[src/rtl/v10_filter_event_ctrl_pkg.sv]
// Shared filter parameters, default controller widths and the event FSM state type.
package v10_filter_event_ctrl_pkg;

  localparam int SIZE_ADC_DATA = 14;
  localparam int M_length      = 9;

  // Trapezoidal filter output grows by M_length bits plus one sign bit.
  localparam int DEF_DATA_W = SIZE_ADC_DATA + M_length + 1;
  localparam int DEF_TS_W   = 32;

  typedef enum logic [2:0] {
    ST_IDLE   = 3'd0,
    ST_SETTLE = 3'd1,
    ST_ARMED  = 3'd2,
    ST_SEARCH = 3'd3,
    ST_REPORT = 3'd4,
    ST_DEAD   = 3'd5
  } state_t;

  function automatic int max3(input int a, input int b, input int c);
    int m;
    m = (a > b) ? a : b;
    return (m > c) ? m : c;
  endfunction

endpackage

[src/rtl/v10_ctrl_timer.sv]
// Loadable down-counter shared by the settle, search-window and dead-time phases.
// done is high while the count is at its last cycle (1) or exhausted (0), so a
// load of N lets the owning state advance on the N-th following edge.
module v10_ctrl_timer #(
  parameter int W = 6
) (
  input  logic         clk,
  input  logic         reset,
  input  logic         load,
  input  logic [W-1:0] load_value,
  output logic         done
);

  logic [W-1:0] count;

  // Load takes priority; otherwise count down and hold at zero.
  always_ff @(posedge clk) begin
    if (reset) begin
      count <= '0;
    end else if (load) begin
      count <= load_value;
    end else if (count != '0) begin
      count <= count - W'(1);
    end
  end

  assign done = (count <= W'(1));

endmodule

[src/rtl/v10_filter_event_ctrl.sv]
// Event controller for the trapezoidal shaping filter: settle, arm on threshold
// crossing, search a fixed window for the peak, report on valid/ready, dead time.
//
// state  | meaning
// IDLE   | filter held in reset, waiting for enable
// SETTLE | filter running, delay line filling; data ignored
// ARMED  | waiting for a threshold crossing
// SEARCH | tracking the peak inside the window
// REPORT | event presented downstream, waiting for ready
// DEAD   | hold-off after accept before re-arming
module v10_filter_event_ctrl
  import v10_filter_event_ctrl_pkg::*;
#(
  parameter int DATA_W     = DEF_DATA_W,
  parameter int TS_W       = DEF_TS_W,
  parameter int PEAK_WIN   = 16,
  parameter int DEAD_TIME  = 32,
  parameter int SETTLE_CYC = 40,
  parameter int DROP_W     = 16
) (
  input  logic                     clk,
  input  logic                     reset,
  input  logic                     enable,
  input  logic signed [DATA_W-1:0] threshold,
  input  logic signed [DATA_W-1:0] filt_data,
  output logic                     flt_reset_n,
  output logic                     evt_valid,
  input  logic                     evt_ready,
  output logic signed [DATA_W-1:0] evt_peak,
  output logic [TS_W-1:0]          evt_ts,
  output logic                     evt_pileup,
  output logic                     busy,
  output logic [DROP_W-1:0]        drop_cnt
);

  localparam int TMR_W = $clog2(max3(SETTLE_CYC, DEAD_TIME, PEAK_WIN) + 1);

  state_t state, next_state;

  logic [TS_W-1:0]          ts_cnt;
  logic                     above, above_now, crossing;
  logic                     tmr_load, tmr_done;
  logic [TMR_W-1:0]         tmr_val;
  logic signed [DATA_W-1:0] peak, cand_peak;
  logic [TS_W-1:0]          peak_ts, cand_ts;
  logic                     pileup, cand_pile;
  logic                     evt_load;

  assign above_now = (filt_data > threshold);
  assign crossing  = !above && above_now;

  v10_ctrl_timer #(.W(TMR_W)) u_timer (
    .clk        (clk),
    .reset      (reset),
    .load       (tmr_load),
    .load_value (tmr_val),
    .done       (tmr_done)
  );

  // Free-running timestamp and registered above-threshold flag.
  always_ff @(posedge clk) begin
    if (reset) begin
      ts_cnt <= '0;
      above  <= 1'b1;
    end else begin
      ts_cnt <= ts_cnt + TS_W'(1);
      above  <= above_now;
    end
  end

  // State register.
  always_ff @(posedge clk) begin
    if (reset) state <= ST_IDLE;
    else       state <= next_state;
  end

  // Next-state, timer loads and event-load strobe.
  always_comb begin
    next_state = state;
    tmr_load   = 1'b0;
    tmr_val    = '0;
    evt_load   = 1'b0;
    case (state)
      ST_IDLE: begin
        if (enable) begin
          next_state = ST_SETTLE;
          tmr_load   = 1'b1;
          tmr_val    = TMR_W'(SETTLE_CYC);
        end
      end
      ST_SETTLE: begin
        if (!enable)       next_state = ST_IDLE;
        else if (tmr_done) next_state = ST_ARMED;
      end
      ST_ARMED: begin
        if (!enable) begin
          next_state = ST_IDLE;
        end else if (crossing) begin
          if (PEAK_WIN == 1) begin
            next_state = ST_REPORT;
            evt_load   = 1'b1;
          end else begin
            next_state = ST_SEARCH;
            tmr_load   = 1'b1;
            tmr_val    = TMR_W'(PEAK_WIN - 1);
          end
        end
      end
      ST_SEARCH: begin
        if (!enable) begin
          next_state = ST_IDLE;
        end else if (tmr_done) begin
          next_state = ST_REPORT;
          evt_load   = 1'b1;
        end
      end
      ST_REPORT: begin
        // A disable during the handshake still lets the event drain.
        if (evt_valid && evt_ready) begin
          if (!enable) begin
            next_state = ST_IDLE;
          end else begin
            next_state = ST_DEAD;
            tmr_load   = 1'b1;
            tmr_val    = TMR_W'(DEAD_TIME);
          end
        end
      end
      ST_DEAD: begin
        if (!enable)       next_state = ST_IDLE;
        else if (tmr_done) next_state = ST_ARMED;
      end
      default: next_state = ST_IDLE;
    endcase
  end

  // Peak candidate including the current sample; ties keep the earlier one.
  always_comb begin
    cand_peak = peak;
    cand_ts   = peak_ts;
    cand_pile = pileup;
    if (state == ST_ARMED) begin
      cand_peak = filt_data;
      cand_ts   = ts_cnt;
      cand_pile = 1'b0;
    end else begin
      if (filt_data > peak) begin
        cand_peak = filt_data;
        cand_ts   = ts_cnt;
      end
      if (crossing) cand_pile = 1'b1;
    end
  end

  // Window tracking registers, updated while arming or searching.
  always_ff @(posedge clk) begin
    if (reset) begin
      peak    <= '0;
      peak_ts <= '0;
      pileup  <= 1'b0;
    end else if (state == ST_ARMED || state == ST_SEARCH) begin
      peak    <= cand_peak;
      peak_ts <= cand_ts;
      pileup  <= cand_pile;
    end
  end

  // Event output registers and valid/ready handshake.
  always_ff @(posedge clk) begin
    if (reset) begin
      evt_valid  <= 1'b0;
      evt_peak   <= '0;
      evt_ts     <= '0;
      evt_pileup <= 1'b0;
    end else if (evt_load) begin
      evt_valid  <= 1'b1;
      evt_peak   <= cand_peak;
      evt_ts     <= cand_ts;
      evt_pileup <= cand_pile;
    end else if (evt_valid && evt_ready) begin
      evt_valid  <= 1'b0;
    end
  end

  // Saturating count of crossings that arrive while an event is pending or in dead time.
  always_ff @(posedge clk) begin
    if (reset) begin
      drop_cnt <= '0;
    end else if ((state == ST_REPORT || state == ST_DEAD) && crossing && (drop_cnt != '1)) begin
      drop_cnt <= drop_cnt + DROP_W'(1);
    end
  end

  // Registered status outputs derived from the upcoming state.
  always_ff @(posedge clk) begin
    if (reset) begin
      flt_reset_n <= 1'b0;
      busy        <= 1'b0;
    end else begin
      flt_reset_n <= (next_state != ST_IDLE);
      busy        <= (next_state == ST_SETTLE) || (next_state == ST_SEARCH) ||
                     (next_state == ST_REPORT) || (next_state == ST_DEAD);
    end
  end

endmodule
[config.mk]
export PLATFORM = sky130hd
export DESIGN_NAME = v10_filter_event_ctrl
export DESIGN_NICKNAME = d
export VERILOG_FILES = /design/src/rtl/v10_filter_event_ctrl_pkg.sv /design/src/rtl/v10_ctrl_timer.sv /design/src/rtl/v10_filter_event_ctrl.sv
export SDC_FILE = /design/constraint.sdc
export NUM_CORES = 1
export LEC_CHECK = 0
export ABC_AREA = 1
export CAP_MARGIN = 20
export CORE_MARGIN = 10
export CORE_UTILIZATION = 40
export DETAILED_ROUTE_END_ITERATION = 12
export HOLD_SLACK_MARGIN = 0.05
export PLACE_DENSITY_LB_ADDON = 0.05
export SLEW_MARGIN = 20
export SYNTH_ARGS = -nofsm -noshare
export SYNTH_HDL_FRONTEND = slang
export SYNTH_SLANG_ARGS = --single-unit
[constraint.sdc]
create_clock -name clk -period 2.52 [get_ports clk]
set_input_delay 0.504 -clock clk [delete_from_list [all_inputs] [get_ports clk]]
set_output_delay 0.504 -clock clk [all_outputs]
set_load 0.02 [all_outputs]
==> results.yml <==
logic_synthesis:
  synth_top_cells_by_count: "281 x sky130_fd_sc_hd__nand2_1, 228 x sky130_fd_sc_hd__inv_1, 202 x sky130_fd_sc_hd__nand3_1"
  synth.distinct_cells: 44
  yosys-top-cells-area: "sky130_fd_sc_hd__dfxtp_1 35%, sky130_fd_sc_hd__nand2_1 11%, sky130_fd_sc_hd__nand3_1 10%, sky130_fd_sc_hd__inv_1 8.6%, sky130_fd_sc_hd__ha_1 6.6%"
  ys.warnings.count: 0
  synthCells: 1429
  synthesis.area_um2: 9900
  number_of_register_bits_inferred_by_synthesis: 175
  synth_most_common_cell: "sky130_fd_sc_hd__nand2_1"
  syn_nets: 1533
  synth_top_area_cell: "sky130_fd_sc_hd__dfxtp_1"
  synth-edff-count: 0
  synth-async-reset-ratio_pct: 0
  share_of_synthesized_area_occupied_by_flip_flops_and_latches_pct: 35.4
  synth.top_cell.area_share_pct: 35.4
  dominant_synthesized_flop_cell: "sky130_fd_sc_hd__dfxtp_1"
  syn_avg_cell_area_um2: 6.93
final_layout:
  area_taken_by_multi_input_logic_gates_um2: 5440
  fillers: 2385
  num_antenna_cells: 0
  non_filler_cells_in_the_finished_layout: 1906
  final_core_util_pct: 52.4
  post_route_cells_drive_above_1_share_pct: 11.4
  num-nets-final: 1674
  stdcell_area_um2: 12800
  sequential_cell_area_um2: 3500
  area_growth_pct: 28.8
global_route:
  grt_pass1_wl_mm: 43.2
  gr-total-overflow: 0
  grt_usage_pct: 16.6
  pin_count_of_the_biggest_net_entering_global_routing: 91
  number_of_global_route_vias_before_repair: 8722
  antenna_found_initial: 0
power_and_ir_drop:
  power.share.sequential_pct: 40.6
  power.switching_mw: 2.45
  leakagePower_nw: 5.88
  switching_share_pct: 33.0
  clockPowerShare_pct: 34.9
  internal_power_mw: 4.98
  power_per_cell_area_nw_per_um2: 583
  vdd.ir_drop.worst_mv: 0.358
  share_comb_of_total_power_pct: 24.5
worst_setup_path:
  timing.critical_path.fanout_max: 8
  cpLargestDelayFamily: "simple AND/OR/NAND/NOR gates"
  path_cells: "clkdlybuf4s50_1, inv_2, ha_4, nand2_2, inv_2, nand3_1, nor2_1, nand2_2, inv_2, nand2_1, nand4_1, nand2_2, nor3_4, nand2_4, clkbuf_16, nand2_1, a21oi_1"
  critPathRequiredTime_ns: 2.83
  cp-end-kind: "flip-flop"
  cp-start-kind: "input pin"
  critical-path-max-stage-delay_ns: 0.48
  path_buf_inv: 5
  worst_path_max_delay_cell: "sky130_fd_sc_hd__clkdlybuf4s50_1"
  timing.setup.critical_path_class: "in -> reg"
  worst_ep_arrival_time_ns: 2.72
clock_network:
  cts_tree: "done"
  cts_made_buffers: 17
  worst_skew_pair_later_pin_latency_ns: 0.43
  cts_root_buffer: "sky130_fd_sc_hd__clkbuf_16"
  path_clk_slew_ns: 0.08
  cts.htree.levels: 4
  clock_sink_count: 175
  ctsLongestPathBuffers: 2
  hold_bufs_inserted_after_cts: 0
timing:
  timing.clock.skew_ns: 0.0139
  max_freq_mhz: 415
  final.min_clock_period_ns: 2.41
  finalHoldWorstSlack_ns: 0.467
  max_slew.worst_pin.slew_ns: 0.593
  finalSetupViolCount: 0
  final_hold_viol_count: 0
  timing_max_transition_violations_final: 0
  timing.slew.headroom_pct: 60.1
  timing.final.crit_share_pct: 95.6
placed_design:
  gpl.final_weighted_congestion: 0.897
  io_buffers: 127
  numPlacedInstances: 1869
  hpwlAfterDp_mm: 18.1
  placedInstanceArea_um2: 11800
floorplan:
  initial_core_util_pct: 40.7
  io_pins: 128
  die_y_um: 177
  placeableCoreArea_um2: 24300
  die_x_um: 177
  die_area_um2: 31400
  rows: 57
detailed_routing:
  routed-via-count: 9181
  post_drt_wl_per_cell_um: 14.0
  detail_route.first_pass.iterations: 4
  ant_nets: 0
  drt-total-wl_mm: 26.6
  detailedRoute.firstIterationViolations: 589
  route.detailed.drc: 0
  vias_per_cell: 4.82
run_status:
  run_status: "completed"
min_path:
  worst_hold_path_type: "reg -> reg"
flow_run:
  maxCapViolCount: 0
==> per-stage QoR <==
step           setup slack, ns  TNS [ns]  total power [mW]
2_1_floorplan            0.289         0              4.30
6_report                 0.110         0              7.43
4_1_cts                0.00934         0              7.42
3_5_place_dp            -0.502    -51.56              4.80
5_1_grt                -0.0207    -0.156              7.89
3_3_place_gp            -0.540    -51.53              4.78
==> placed cells by master, fill, tap and decap left out, types with 4 or more instances in the layout <==
cell	instances
sky130_fd_sc_hd__a21oi_1	68
sky130_fd_sc_hd__buf_12	10
sky130_fd_sc_hd__buf_4	40
sky130_fd_sc_hd__buf_6	5
sky130_fd_sc_hd__clkbuf_16	20
sky130_fd_sc_hd__clkdlybuf4s50_1	100
sky130_fd_sc_hd__dfxtp_1	175
sky130_fd_sc_hd__dlymetal6s2s_1	24
sky130_fd_sc_hd__ha_1	39
sky130_fd_sc_hd__ha_4	13
sky130_fd_sc_hd__inv_1	218
sky130_fd_sc_hd__inv_2	15
sky130_fd_sc_hd__inv_6	7
sky130_fd_sc_hd__inv_8	4
sky130_fd_sc_hd__nand2_1	273
sky130_fd_sc_hd__nand2_2	9
sky130_fd_sc_hd__nand2_4	22
sky130_fd_sc_hd__nand3_1	202
sky130_fd_sc_hd__nand4_1	16
sky130_fd_sc_hd__nor2_1	143
sky130_fd_sc_hd__nor2_2	8
sky130_fd_sc_hd__nor3_1	19
sky130_fd_sc_hd__nor3b_1	5
sky130_fd_sc_hd__o21a_1	62
sky130_fd_sc_hd__o21ai_0	15
sky130_fd_sc_hd__o21ai_1	4
sky130_fd_sc_hd__xnor2_1	11
sky130_fd_sc_hd__xor2_1	13
==> final cells by class <==
cell class | instances | share of cell area [%]
tap | 324 | 3.18
sequential | 175 | 27.5
clock inverter | 14 | 1.09
clock buffer | 17 | 3.34
inverter | 234 | 6.90
timing repair buffer | 185 | 15.3
multi-input combinational | 957 | 42.7
==> per-layer routing <==
metal / wire (µm) / global-route usage, % / share of wire, % / up-vias
met3: 1080 / 2.63 / 4.0 / 17
met4: 252 / 4.41 / 0.95 / 0
met5: 0 / 0 / 0 / -
met2: 12200 / 27.3 / 46 / 144
li1: - / - / - / 4830
met1: 13100 / 22.1 / 49 / 4190
==> cell families (layout without fill, tap and decap cells) <==
group           count (synthesis)  in the layout  synth area share (%)
simple gates                  716            716                  33.4
buf+inv                       297            450                  12.3
xor+xnor                       24             24                  2.12
flops                         175            175                  35.4
compound gates                165            165                  10.2
fa+ha+maj                      52             52                  6.57
==> what timing repair did <==
item,CTS,global route
gates resized for setup,5,76
gates cloned,0,3
pin swaps,2,22
setup buffers,1,2
setup endpoints to repair,2,138
==> flip-flops by register name, indices dropped and copies added, names as in the netlist <==
signal and count:
peak 24, busy 1, u_timer.count 6, peak_ts 32
evt_peak 24, flt_reset_n 1, evt_ts 32, state 3
drop_cnt 16, pileup 1, evt_pileup 1, evt_valid 1
above 1, ts_cnt 32
==> power by group through the flow <==
| stage | Sequential (mW) | Combinational [mW] | Clock, mW |
|---|---|---|---|
| floorplan | 3.07 | 1.22 | 0 |
| global placement | 3.08 | 1.70 | 0 |
| detailed placement | 3.08 | 1.72 | 0 |
| CTS | 3.02 | 1.74 | 2.67 |
| global route | 3.04 | 2.06 | 2.80 |
| finish | 3.02 | 1.82 | 2.59 |
==> worst paths after layout <==
check | start | end | slack (ns) | depth (start not counted)
max | threshold[11] | drop_cnt[10] | 0.11 | 17
max reg2reg | peak[15] | evt_peak[20] | 0.26 | 16
min reg2reg | ts_cnt[0] | ts_cnt[0] | 0.47 | 1
min | ts_cnt[0] | ts_cnt[0] | 0.47 | 1
==> worst reg2reg max path: stages, from the launching register on <==
cell and delay, ns:
sky130_fd_sc_hd__dfxtp_1 0.33, sky130_fd_sc_hd__inv_1 0.06, sky130_fd_sc_hd__ha_1 0.29, sky130_fd_sc_hd__nand2_1 0.07
sky130_fd_sc_hd__nor2_1 0.15, sky130_fd_sc_hd__nand4_1 0.14, sky130_fd_sc_hd__nor3_2 0.16, sky130_fd_sc_hd__nand2_1 0.09
sky130_fd_sc_hd__nand3_1 0.08, sky130_fd_sc_hd__nand2_1 0.05, sky130_fd_sc_hd__nand2_1 0.09, sky130_fd_sc_hd__nand2_4 0.10
sky130_fd_sc_hd__buf_12 0.20, sky130_fd_sc_hd__nand3_1 0.11, sky130_fd_sc_hd__nand3_1 0.13, sky130_fd_sc_hd__nand2_1 0.09
sky130_fd_sc_hd__inv_1 0.03
(Power assumes the default switching activity.)
